`src/rtl/step_pulse_gen.sv`:
```
// Step pulse generator: while start is held, emits N evenly spaced pulses per
// second (N chosen by the mode latched at RUN entry), then idles for the remainder.
module step_pulse_gen #(
  parameter int CLK_HZ = 100000000
) (
  input  logic       clk,
  input  logic       reset,
  input  logic       start,
  input  logic [1:0] mode,
  output logic       pulseOut,
  output logic       active,
  output logic [3:0] sec_index,
  output logic [7:0] rate
);

  localparam int CNT_W = $clog2(CLK_HZ);
  localparam logic [CNT_W-1:0] SEC_LAST = CNT_W'(CLK_HZ - 1);

  typedef enum logic {S_IDLE, S_RUN} state_t;

  // Steps scheduled for a second, given the latched mode and second index.
  function automatic logic [7:0] steps_for(input logic [1:0] m, input logic [3:0] idx);
    logic [7:0] n;
    case (m)
      2'b00:   n = 8'd32;
      2'b01:   n = 8'd64;
      2'b10:   n = 8'd128;
      default: begin
        case (idx)
          4'd0:    n = 8'd20;
          4'd1:    n = 8'd33;
          4'd2:    n = 8'd66;
          4'd3:    n = 8'd27;
          4'd4:    n = 8'd70;
          4'd5:    n = 8'd30;
          4'd6:    n = 8'd19;
          4'd7:    n = 8'd30;
          4'd8:    n = 8'd33;
          default: n = 8'd69;
        endcase
      end
    endcase
    return n;
  endfunction

  // N only takes a fixed set of values, so every period is an elaboration-time
  // constant and no runtime divider is needed.
  function automatic logic [CNT_W-1:0] period_for(input logic [7:0] n);
    logic [CNT_W-1:0] p;
    case (n)
      8'd19:   p = CNT_W'(CLK_HZ / 19);
      8'd20:   p = CNT_W'(CLK_HZ / 20);
      8'd27:   p = CNT_W'(CLK_HZ / 27);
      8'd30:   p = CNT_W'(CLK_HZ / 30);
      8'd32:   p = CNT_W'(CLK_HZ / 32);
      8'd33:   p = CNT_W'(CLK_HZ / 33);
      8'd64:   p = CNT_W'(CLK_HZ / 64);
      8'd66:   p = CNT_W'(CLK_HZ / 66);
      8'd69:   p = CNT_W'(CLK_HZ / 69);
      8'd70:   p = CNT_W'(CLK_HZ / 70);
      default: p = CNT_W'(CLK_HZ / 128);
    endcase
    return p;
  endfunction

  state_t           r_state;
  logic [1:0]       r_mode;
  logic [CNT_W-1:0] r_sec_cnt;
  logic [CNT_W-1:0] r_per_cnt;
  logic [8:0]       r_emitted;
  logic [3:0]       r_sec_index;
  logic [7:0]       r_rate;
  logic [CNT_W-1:0] r_period;
  logic             r_pulse;

  state_t           w_state_next;
  logic [1:0]       w_mode_next;
  logic [CNT_W-1:0] w_sec_cnt_next;
  logic [CNT_W-1:0] w_per_cnt_next;
  logic [8:0]       w_emitted_next;
  logic [3:0]       w_sec_index_next;
  logic [7:0]       w_rate_next;
  logic [CNT_W-1:0] w_period_next;
  logic             w_pulse_next;

  logic [CNT_W-1:0] w_high;
  logic [3:0]       w_sec_index_inc;
  logic [7:0]       w_entry_rate;
  logic [CNT_W-1:0] w_entry_period;
  logic [7:0]       w_wrap_rate;
  logic [CNT_W-1:0] w_wrap_period;

  assign w_high          = r_period >> 1;
  assign w_sec_index_inc = (r_sec_index == 4'd15) ? 4'd15 : r_sec_index + 4'd1;
  assign w_entry_rate    = steps_for(mode, 4'd0);
  assign w_entry_period  = period_for(w_entry_rate);
  assign w_wrap_rate     = steps_for(r_mode, w_sec_index_inc);
  assign w_wrap_period   = period_for(w_wrap_rate);

  always_comb begin
    w_state_next     = r_state;
    w_mode_next      = r_mode;
    w_sec_cnt_next   = r_sec_cnt;
    w_per_cnt_next   = r_per_cnt;
    w_emitted_next   = r_emitted;
    w_sec_index_next = r_sec_index;
    w_rate_next      = r_rate;
    w_period_next    = r_period;
    w_pulse_next     = 1'b0;

    case (r_state)
      S_IDLE: begin
        if (start) begin
          w_state_next     = S_RUN;
          w_mode_next      = mode;
          w_sec_cnt_next   = '0;
          w_per_cnt_next   = '0;
          w_emitted_next   = '0;
          w_sec_index_next = '0;
          w_rate_next      = w_entry_rate;
          w_period_next    = w_entry_period;
          w_pulse_next     = 1'b1;
        end
      end

      default: begin
        if (!start) begin
          w_state_next     = S_IDLE;
          w_sec_cnt_next   = '0;
          w_per_cnt_next   = '0;
          w_emitted_next   = '0;
          w_sec_index_next = '0;
          w_rate_next      = '0;
          w_period_next    = '0;
        end else if (r_sec_cnt == SEC_LAST) begin
          // Second boundary wins over the period counter so no pulse spans it.
          w_sec_cnt_next   = '0;
          w_per_cnt_next   = '0;
          w_emitted_next   = '0;
          w_sec_index_next = w_sec_index_inc;
          w_rate_next      = w_wrap_rate;
          w_period_next    = w_wrap_period;
          w_pulse_next     = 1'b1;
        end else begin
          w_sec_cnt_next = r_sec_cnt + CNT_W'(1);
          if (r_per_cnt == r_period - CNT_W'(1)) begin
            w_per_cnt_next = '0;
            if (r_emitted != '1) begin
              w_emitted_next = r_emitted + 9'd1;
            end
          end else begin
            w_per_cnt_next = r_per_cnt + CNT_W'(1);
          end
          w_pulse_next = (w_per_cnt_next < w_high) && (w_emitted_next < {1'b0, r_rate});
        end
      end
    endcase
  end

  always_ff @(posedge clk) begin
    if (reset) begin
      r_state     <= S_IDLE;
      r_mode      <= 2'b00;
      r_sec_cnt   <= '0;
      r_per_cnt   <= '0;
      r_emitted   <= '0;
      r_sec_index <= '0;
      r_rate      <= '0;
      r_period    <= '0;
      r_pulse     <= 1'b0;
    end else begin
      r_state     <= w_state_next;
      r_mode      <= w_mode_next;
      r_sec_cnt   <= w_sec_cnt_next;
      r_per_cnt   <= w_per_cnt_next;
      r_emitted   <= w_emitted_next;
      r_sec_index <= w_sec_index_next;
      r_rate      <= w_rate_next;
      r_period    <= w_period_next;
      r_pulse     <= w_pulse_next;
    end
  end

  assign pulseOut  = r_pulse;
  assign active    = (r_state == S_RUN);
  assign sec_index = r_sec_index;
  assign rate      = r_rate;

endmodule

```
`config.mk`:
```
export PLATFORM = sky130hd
export DESIGN_NAME = step_pulse_gen
export DESIGN_NICKNAME = d
export VERILOG_FILES = /design/src/rtl/step_pulse_gen.sv
export SDC_FILE = /design/constraint.sdc
export NUM_CORES = 1
export LEC_CHECK = 0
export CORE_MARGIN = 1
export CORE_UTILIZATION = 35
export CTS_CLUSTER_DIAMETER = 50
export DETAILED_ROUTE_END_ITERATION = 6
export GPL_ROUTABILITY_DRIVEN = 0
export PLACE_DENSITY = 0.59
export RECOVER_POWER = 50
export SETUP_SLACK_MARGIN = 0.15
export SYNTH_ARGS = -nofsm -noshare
export SYNTH_HDL_FRONTEND = slang
export SYNTH_SLANG_ARGS = --single-unit
```
`constraint.sdc`:
```
create_clock -name clk -period 15.5 [get_ports clk]
set_input_delay 3.1 -clock clk [delete_from_list [all_inputs] [get_ports clk]]
set_output_delay 3.1 -clock clk [all_outputs]
set_load 0.01 [all_outputs]
```
After elaboration in Yosys (flattened, before gate mapping)
Memory sizes are Yosys's and may differ from the RTL's.
Index checks and enable logic that the tools add are counted.

storage, ports and cells
  output and inout port bits = 14
  input port bits = 5
  register bits after elaboration = 106
  logic and storage cells = 94
  memories kept = 1
  bits in read-only memories = 112

memory list
  memory            words  width  read ports  clocked after Yosys merged registers in  write ports  RTL line  source
  (name not given)  16     7      1           0                                        0            29        case (idx)

operators by class
  reduce and logical (&&, ||, !) cells = 6
  bitwise operators = 1
  eq/ne operators = 29
  add/subtract/negate cells = 5
  order comparisons = 2
  multiplexer cells = 41

operators by type and width
  cell                                                                  number
  23-bit one-hot mux with 10 select lines                               2
  27-bit 2-to-1 mux                                                     15
  9-bit 2-to-1 mux                                                      9
  8-bit by 5-bit == test with 1-bit output, second input constant       8
  8-bit by 7-bit == test with 1-bit output, second input constant       8
  27-bit by 1-bit adder with 27-bit output, second input constant       2
  8-bit one-hot mux with 3 select lines                                 2
  8-bit by 6-bit == test with 1-bit output, second input constant       4
  8-bit 2-to-1 mux                                                      4
  27-bit == test                                                        1
  27-bit == test, second input constant                                 1
  27-bit by 26-bit < comparator with 1-bit output                       1
  27-bit by 1-bit subtractor with 27-bit output, second input constant  1
  4-bit 2-to-1 mux                                                      5
  9-bit by 1-bit adder with 9-bit output, second input constant         1
  9-bit by 8-bit < comparator with 1-bit output                         1
  9-bit != test, second input constant                                  1
  4-bit by 1-bit adder with 4-bit output, second input constant         1
  2-bit by 1-bit == test with 1-bit output, second input constant       2
  2-bit == test, second input constant                                  2
  4-bit == test, second input constant                                  1
  2-bit logical NOT                                                     2
  1-bit 2-to-1 mux                                                      4
  2-bit AND reduction                                                   2
  4 further kinds                                                       4

Longest topological paths before layout
Gate-level depths: netlist of the first run.

  word-level depth = 11
  depth in mapped cells = 23
  depth with buffers taken out = 20

Worst setup path after synthesis of the first run
No wires, ideal clock.

  kind = register to register
  from = register r_period[12]
  to = register r_pulse, in the netlist pulseOut
  library setup time = 0.096 ns
  path slack = 10.356 ns
  arrival time = 5.048 ns
  clock period less this slack = 5.144 ns
  required time = 15.404 ns
  cell stages (with the launch flop) = 24
  buffers on the path = 6
  cells stage by stage = dfxtp_1 buf_2 or4_1 buf_2 or3_1 clkbuf_1 or4_1 a21oi_1 o2111ai_1 nor4b_4 buf_4 buf_4 buf_2 nor2_1 ha_1 a21o_1 a21o_1 a21o_1 a21o_1 a211oi_1 o21bai_1 a31oi_1 a21oi_1 o41ai_2

between the ends
  longest elaborated chain between the ends = 11
  elaborated cells between the ends (all ways) = 16
  classes of those cells = 1 x add/sub; 2 x order compare; 1 x eq/ne; 11 x mux; 1 x reduce/logical

ends and longest elaborated chain
  item                                                                                                                     RTL line  source
  start, declared                                                                                                          73        logic [CNT_W-1:0] r_period;
  start signal, assigned                                                                                                   179       r_period <= w_period_next;
  27-bit by 1-bit subtractor with 27-bit output                                                                            146       if (r_per_cnt == r_period - CNT_W'(1)) begin
  27-bit == test                                                                                                           146
  27-bit 2-to-1 mux / 9-bit 2-to-1 mux (equally long branches)                                                             146
  27-bit 2-to-1 mux / 9-bit 2-to-1 mux (equally long branches)                                                             135       end else if (r_sec_cnt == SEC_LAST) begin
  27-bit 2-to-1 mux / 9-bit 2-to-1 mux (equally long branches)                                                             127       if (!start) begin
  27-bit 2-to-1 mux / 9-bit 2-to-1 mux (equally long branches)                                                             111       case (r_state)
  27-bit by 26-bit < comparator with 1-bit output / 9-bit by 8-bit < comparator with 1-bit output (equally long branches)  154       w_pulse_next = (w_per_cnt_next < w_high) && (w_emitted_next < {1'b0, r_rate});
  1-bit logical AND *                                                                                                      154
  1-bit 2-to-1 mux *                                                                                                       135
  1-bit 2-to-1 mux *                                                                                                       127
  1-bit 2-to-1 mux *                                                                                                       111
  end signal, assigned                                                                                                     180       r_pulse <= w_pulse_next;
  end, declared                                                                                                            74        logic r_pulse;

Every way passes the cells marked *; elsewhere a longest branch is shown, timed or not. The select of a mux whose other input is x is not followed.
A chain may end at the register's enable or synchronous reset.

Worst setup path after layout of the first run
  from = input port start
  to = register r_period[3]

between the ends
  longest elaborated chain between the ends = 2
  elaborated cells between the ends (all ways) = 5
  classes of those cells = 1 x eq/ne; 2 x mux; 2 x reduce/logical

ends and longest elaborated chain
  item                                                                        RTL line  source
  start, declared                                                             8         input logic start,
  3-bit by 2-bit != test with 1-bit output (no line) (tied with other cells)  n/a
  2-bit AND reduction (no line) / 27-bit 2-to-1 mux (equally long branches)   n/a

Parallel ways exist; a longest one is shown, timed or not.

==> flow_summary.ini, run 1 <==
[final_layout]
postLayoutCellArea_sq_mm = 0.008421
layout.nets = 1094
final_cell_mix = nor2_1, dfxtp_1, nand2_1
fin_cells = 1329
area_growth_pct = 7.439
diodes = 0
n_fill_cell = 2362
utilization_pct = 38.47
layout-drive-gt1-share_pct = 3.622
final_common_cell = nor2_1

[pwr]
power_density_mw_per_mm2 = 70.57
total_leakage_power_nw = 3.061
peakVddDrop_mv = 0.05783

[setup_path]
critPathLaunchType = input port
rrSetupSlack_ps = 9620
critPathTopFamily = buffers and inverters
end_kind = flip-flop
rr_worst_depth = 19
slowest_delay_ps = 1550
reg2reg_from = r_period[7]
path_cells = dlygate4sd3_1, clkinv_1, nand2_1, clkbuf_1, nand2_1, nor4_1, nor4_1
worst-path-max-fanout = 46
crit_slowest_cell = clkbuf_1
path_class = in -> reg
path_buf_inv = 3
reg2reg_to = pulseOut
required_ps = 15700
critPathLaunch = start
critical_path_arrival_ps = 7680

[sta]
fin_skew_ps = 9.437
tns_ps = 0
finalMaxSlewViolations = 91
worst_slack_ps = 8017
grt_setup_unrepaired = false
finalHoldViolations = 0
setup_viol = 0
clock.fmax_mhz = 133.6
maxSlewHeadroom_pct = -45.17
min_period_ps = 7483
worst-slew-pin-transition_ps = 2178
finalCritPeriodShare_pct = 48.28

[floorplan]
die-width_um = 151.6
rows = 54
initial_core_util_pct = 35.80
die_y_um = 151.6
dieArea_sq_mm = 0.02299
core_area_sq_mm = 0.02189
ios = 19

[grt]
grt_pass1_vias = 6926
grt_pass1_wl_um = 36550
grt_max_degree = 53
antenna_found_initial = 0
grt.overflow.total = 0
grtUsageTotal_pct = 19.90

[min_path]
hp-start = rate[5]
hold_class = reg -> reg
whs_path_depth = 2
holdPathEnd = rate[5]

[clock_tree]
clk_pin_slew_ps = 80
cts_buffers = 9
cts-root-buf = clkbuf_16
post_cts_resized = 0
h-tree-depth = 3
clk_path_buf_depth = 2
clk_latency_ps = 360
clock_sinks = 102
post_cts_buffers = 0
cts_tree = yes
cts_hold_buf = 0

[synthesis]
ys.warnings.count = 0
syn-num-nets = 1129
synth.top_cells.by_area = dfxtp_1, ha_1, nor2_1
syn_inst = 1079
syn_area_sq_mm = 0.007838
synth_area_per_cell_sq_um = 7.264
synthArstFlopShare_pct = 0
synth_edf_count = 0
synth.top_cell.area_share_pct = 26.05
synth_top_cell_by_area = dfxtp_1
synth_ff_type = dfxtp_1
ys_seq_area_share_pct = 26.05
synth_cell_types = 69
ys_seq_elements = 102

[detailed_routing]
via_per_inst = 5.853
wl_um = 22270
wl_per_cell_um = 16.75
drt_pass1_iterations = 5
drc = 0
vias = 7778
detail_route.iter0.violations = 492
ant_nets = 0

[placement]
dp_slack_ps = 9335
place_hpwl_um = 16140
place_area_sq_mm = 0.008152
dp_cells = 1313
io_buffer_count = 18

[run_status]
violations = max-capacitance violations, max-slew violations
status = finished with violations

[job]
max_cap_viol_count = 3
-- per-stage QoR --
stage | total power, mW | hold WS, ps
finish | 0.5942 | 476.2
global route | 0.6211 | 509.5
CTS | 0.6002 | 484.1
detailed placement | 0.3765 | 469.8
global placement | 0.3764 | 464.7
floorplan | 0.3500 | 440.3
-- how the worst max path moves through the flow --
stage | slack, ps | cells past startpoint | end
after floorplan | 10360 | 23 | pulseOut
after global placement | 9460 | 7 | r_period[3]
after global routing | 7560 | 7 | r_period[3]
after detailed placement | 9340 | 7 | r_period[3]
final | 8020 | 7 | r_period[3]
after CTS | 9640 | 18 | pulseOut
-- cell type report --
cell class	count	area, sq um	share of cell area (%)
clock buffer	10	229.0	2.719
tap	280	350.3	4.160
multi-input combinational	852	5315	63.12
inverter	51	191.4	2.273
sequential	102	2042	24.25
clock inverter	6	57.56	0.6835
timing repair buffer	28	235.2	2.793
-- where the power goes --
| group | internal, mW | switching (mW) | total, mW |
|---|---|---|---|
| Combinational | 0.0341 | 0.0605 | 0.0946 |
| Clock | 0.112 | 0.111 | 0.223 |
| Sequential | 0.267 | 0.00964 | 0.277 |
| Total | 0.413 | 0.181 | 0.594 |
-- logic make-up (layout without fill, tap and decap cells) --
| kind of cell | count (synthesis) | after routing | synth area share, % |
|---|---|---|---|
| compound gates | 304 | 304 | 25.37 |
| xor+xnor | 55 | 55 | 6.146 |
| fa+ha+maj | 45 | 45 | 7.184 |
| buf+inv | 125 | 95 | 6.162 |
| flops | 102 | 102 | 26.05 |
| mux | 6 | 6 | 0.8142 |
| simple gates | 442 | 442 | 28.27 |
-- routing by layer --
| metal | vias to the layer above | share of wire, % | global-route usage (%) |
|---|---|---|---|
| met4 | 0 | 1.8 | 5.495 |
| met2 | 184 | 45 | 31.93 |
| met3 | 29 | 4.5 | 2.904 |
| met1 | 3648 | 48 | 27.52 |
| li1 | 3917 | - | - |
| met5 | - | 0 | 0 |
-- synthesized netlist by cell type (21+ instances only) --
cell	number
nor2_1	126
dfxtp_1	102
inv_1	50
a311oi_1	28
a21oi_1	84
xnor2_1	34
ha_1	45
clkbuf_1	63
and3_1	22
nand4_1	28
nor3_1	37
nand3_1	42
a31oi_1	23
nand2_1	92
o21ai_0	62
xor2_1	21
-- worst register-to-register path, stage by stage, from the launching register on --
cell       delay, ps
dfxtp_1          400
nor4_1           600
nand4_1          540
or4_1            670
a21oi_1          160
o2111ai_1        220
nor4b_4          310
buf_4            500
nand2_2          260
mux2_2           340
ha_1             180
a21o_1           170
a21o_1           160
a21oi_1          210
nand2_1           80
a21o_1           190
a21oi_1          190
or3b_2           150
a211oi_1          50
o41ai_2          410
-- sequential cells by signal (all words and copies together), names as in the netlist --
signal     count
active         1
pulseOut       1
r_emitted      9
r_mode         2
r_per_cnt     27
r_period      23
r_sec_cnt     27
rate           8
sec_index      4
(Power assumes the default switching activity.)
==> inputs of run 2 (changes only) <==
Clock period 15.5 ns to 7.6 ns, I/O delays scaled along.
==> run 2 against run 1 <==
- register-to-register slack got worse by 7600 ps
- sequential cell count did not move
- worst setup slack got worse by 6000 ps
- utilization grew 0.18 points
- critical path depth grew 12
- wire length is 1.7% higher
- total power rose by 110%
- global-route usage increased by 0.50 points
- the run still ends with max-capacitance violations, max-slew violations left
- largest cell class unchanged
- via count is 0.90% higher
==> flow_summary.ini, run 2 (same netlist as run 1, synthesis figures left out) <==
[clock_tree]
clock_sinks = 102
clk_latency_ps = 370
clk_pin_slew_ps = 90
cts-root-buf = clkbuf_16
h-tree-depth = 3
clk_path_buf_depth = 2
post_cts_resized = 0
cts_tree = yes
cts_hold_buf = 0
post_cts_buffers = 0
cts_buffers = 9

[grt]
antenna_found_initial = 1
grt_pass1_vias = 7139
grt.overflow.total = 0
grt_max_degree = 59
grt_pass1_wl_um = 37340
grtUsageTotal_pct = 20.40

[detailed_routing]
vias = 7848
via_per_inst = 5.905
drt_pass1_iterations = 5
detail_route.iter0.violations = 588
wl_per_cell_um = 17.04
wl_um = 22650
ant_nets = 0
drc = 0

[setup_path]
rr_worst_depth = 19
critPathTopFamily = simple AND/OR/NAND/NOR gates
path_buf_inv = 1
required_ps = 7870
worst-path-max-fanout = 52
cp_num_cells = 19
path_class = reg -> reg
end_kind = flip-flop
crit_slowest_cell = or4_1
path_cells = nor4_1, nand4_1, or4_1, a21oi_1, o2111ai_1, nor4b_4, buf_4, nand2_2, mux2_2, ha_1, a21o_1, a21o_1, a21oi_1, nand2_1, a21o_1, a21oi_1, or3b_2, a211oi_1, o41ai_2
critPathLaunchType = flip-flop
critical_path_arrival_ps = 5880
slowest_delay_ps = 660

[floorplan]
ios = 19
rows = 54
dieArea_sq_mm = 0.02299
die-width_um = 151.6
initial_core_util_pct = 35.80
die_y_um = 151.6
core_area_sq_mm = 0.02189

[pwr]
p_comb_share_pct = 15.3
power_density_mw_per_mm2 = 150.7
p_int_mw = 0.8817
seqPwrFrac_pct = 44.2
p_sw_share_pct = 30.85
switching_power_mw = 0.3934
total_leakage_power_nw = 3.086
peakVddDrop_mv = 0.1058
pwr-share-clk_pct = 40.5

[final_layout]
diodes = 0
area_growth_pct = 7.950
reg_top3 = r_per_cnt x27, r_sec_cnt x27, r_period x23
multiInputGateArea_sq_mm = 0.005315
n_fill_cell = 2364
final_cell_mix = nor2_1, dfxtp_1, nand2_1
layout-drive-gt1-share_pct = 3.622
fin_cells = 1329
seq_area_sq_mm = 0.002042
layout.nets = 1094
final_common_cell = nor2_1

[sta]
grt_setup_unrepaired = false
maxSlewHeadroom_pct = -92.23
min_period_ps = 5611
clock.fmax_mhz = 178.2
setup_viol = 0
finalMaxSlewViolations = 139
finalHoldViolations = 0
finalCritPeriodShare_pct = 73.83
fin_skew_ps = 18.38
worst-slew-pin-transition_ps = 2883
tns_ps = 0

[run_status]
status = finished with violations
violations = max-capacitance violations, max-slew violations

[min_path]
whs_path_depth = 1
hold_class = reg -> reg

[placement]
io_buffer_count = 18
dp_cells = 1313
place_hpwl_um = 16230

[job]
max_cap_viol_count = 3
-- run 2: cell types whose count changed in the layout (fill, tap and decap cells not counted) --
cell / before / now
clkinvlp_4: 2 / 0
clkinv_4: 2 / 1
buf_2: 1 / 0
clkinv_8: 1 / 2
o21ai_0: 63 / 62
bufinv_16: 0 / 1
inv_8: 0 / 2
o21ai_1: 4 / 5
-- run 2: metal layers --
layer  vias up  global-route usage [%]  wire length (um)
met1      3707                   28.15             11080
li1       3904                       -                 -
met2       191                   31.77              9865
met4         0                   6.832               594
met3        46                   3.623              1108
met5         -                       0                 0
-- run 2: path summary, 6_finish.rpt --
check                start            end  slack [ps]
max reg2reg    r_period[7]       pulseOut        1990
min reg2reg  r_sec_cnt[26]  r_sec_cnt[26]         480
max            r_period[7]       pulseOut        1990
min          r_sec_cnt[26]  r_sec_cnt[26]         480
-- run 2: cell type report --
class,count,share of cell area (%)
clock buffers,9,2.662
clock inverters,7,1.213
inverters,51,2.263
multi-input cells,852,62.82
flip-flops and latches,102,24.13
well taps,280,4.141
repair buffers,28,2.765
-- run 2: worst reg2reg max path, cell delays in order, from the launching register on --
cell	delay, ps
dfxtp_1	380
nor4_1	630
nand4_1	560
or4_1	660
a21oi_1	160
o2111ai_1	190
nor4b_4	300
buf_4	490
nand2_2	250
mux2_2	330
ha_1	170
a21o_1	170
a21o_1	170
a21oi_1	190
nand2_1	80
a21o_1	180
a21oi_1	140
or3b_2	130
a211oi_1	50
o41ai_2	320
-- run 2: power by group through the flow --
stage | clock network [mW] | registers (mW) | logic, mW
6_report | 0.517 | 0.563 | 0.195
5_1_grt | 0.550 | 0.566 | 0.216
4_1_cts | 0.528 | 0.563 | 0.194
3_5_place_dp | 0 | 0.575 | 0.193
3_3_place_gp | 0 | 0.575 | 0.194
2_1_floorplan | 0 | 0.567 | 0.147
-- run 2: through the flow --
step / worst slack [ps] / total power [mW] / cell area (sq um) / hold slack (ps) / util [%]
floorplan: 2456 / 0.7138 / 7838 / 440.3 / -
global placement: 2219 / 0.7688 / 8152 / 460.8 / 37.24
detailed placement: 2092 / 0.7684 / 8152 / 470.7 / 37.24
CTS: 2049 / 1.285 / 8479 / 480.0 / 38.73
global route: 1636 / 1.332 / 8461 / 515.0 / 38.65
finish: 1989 / 1.275 / 8461 / 480.2 / 38.65
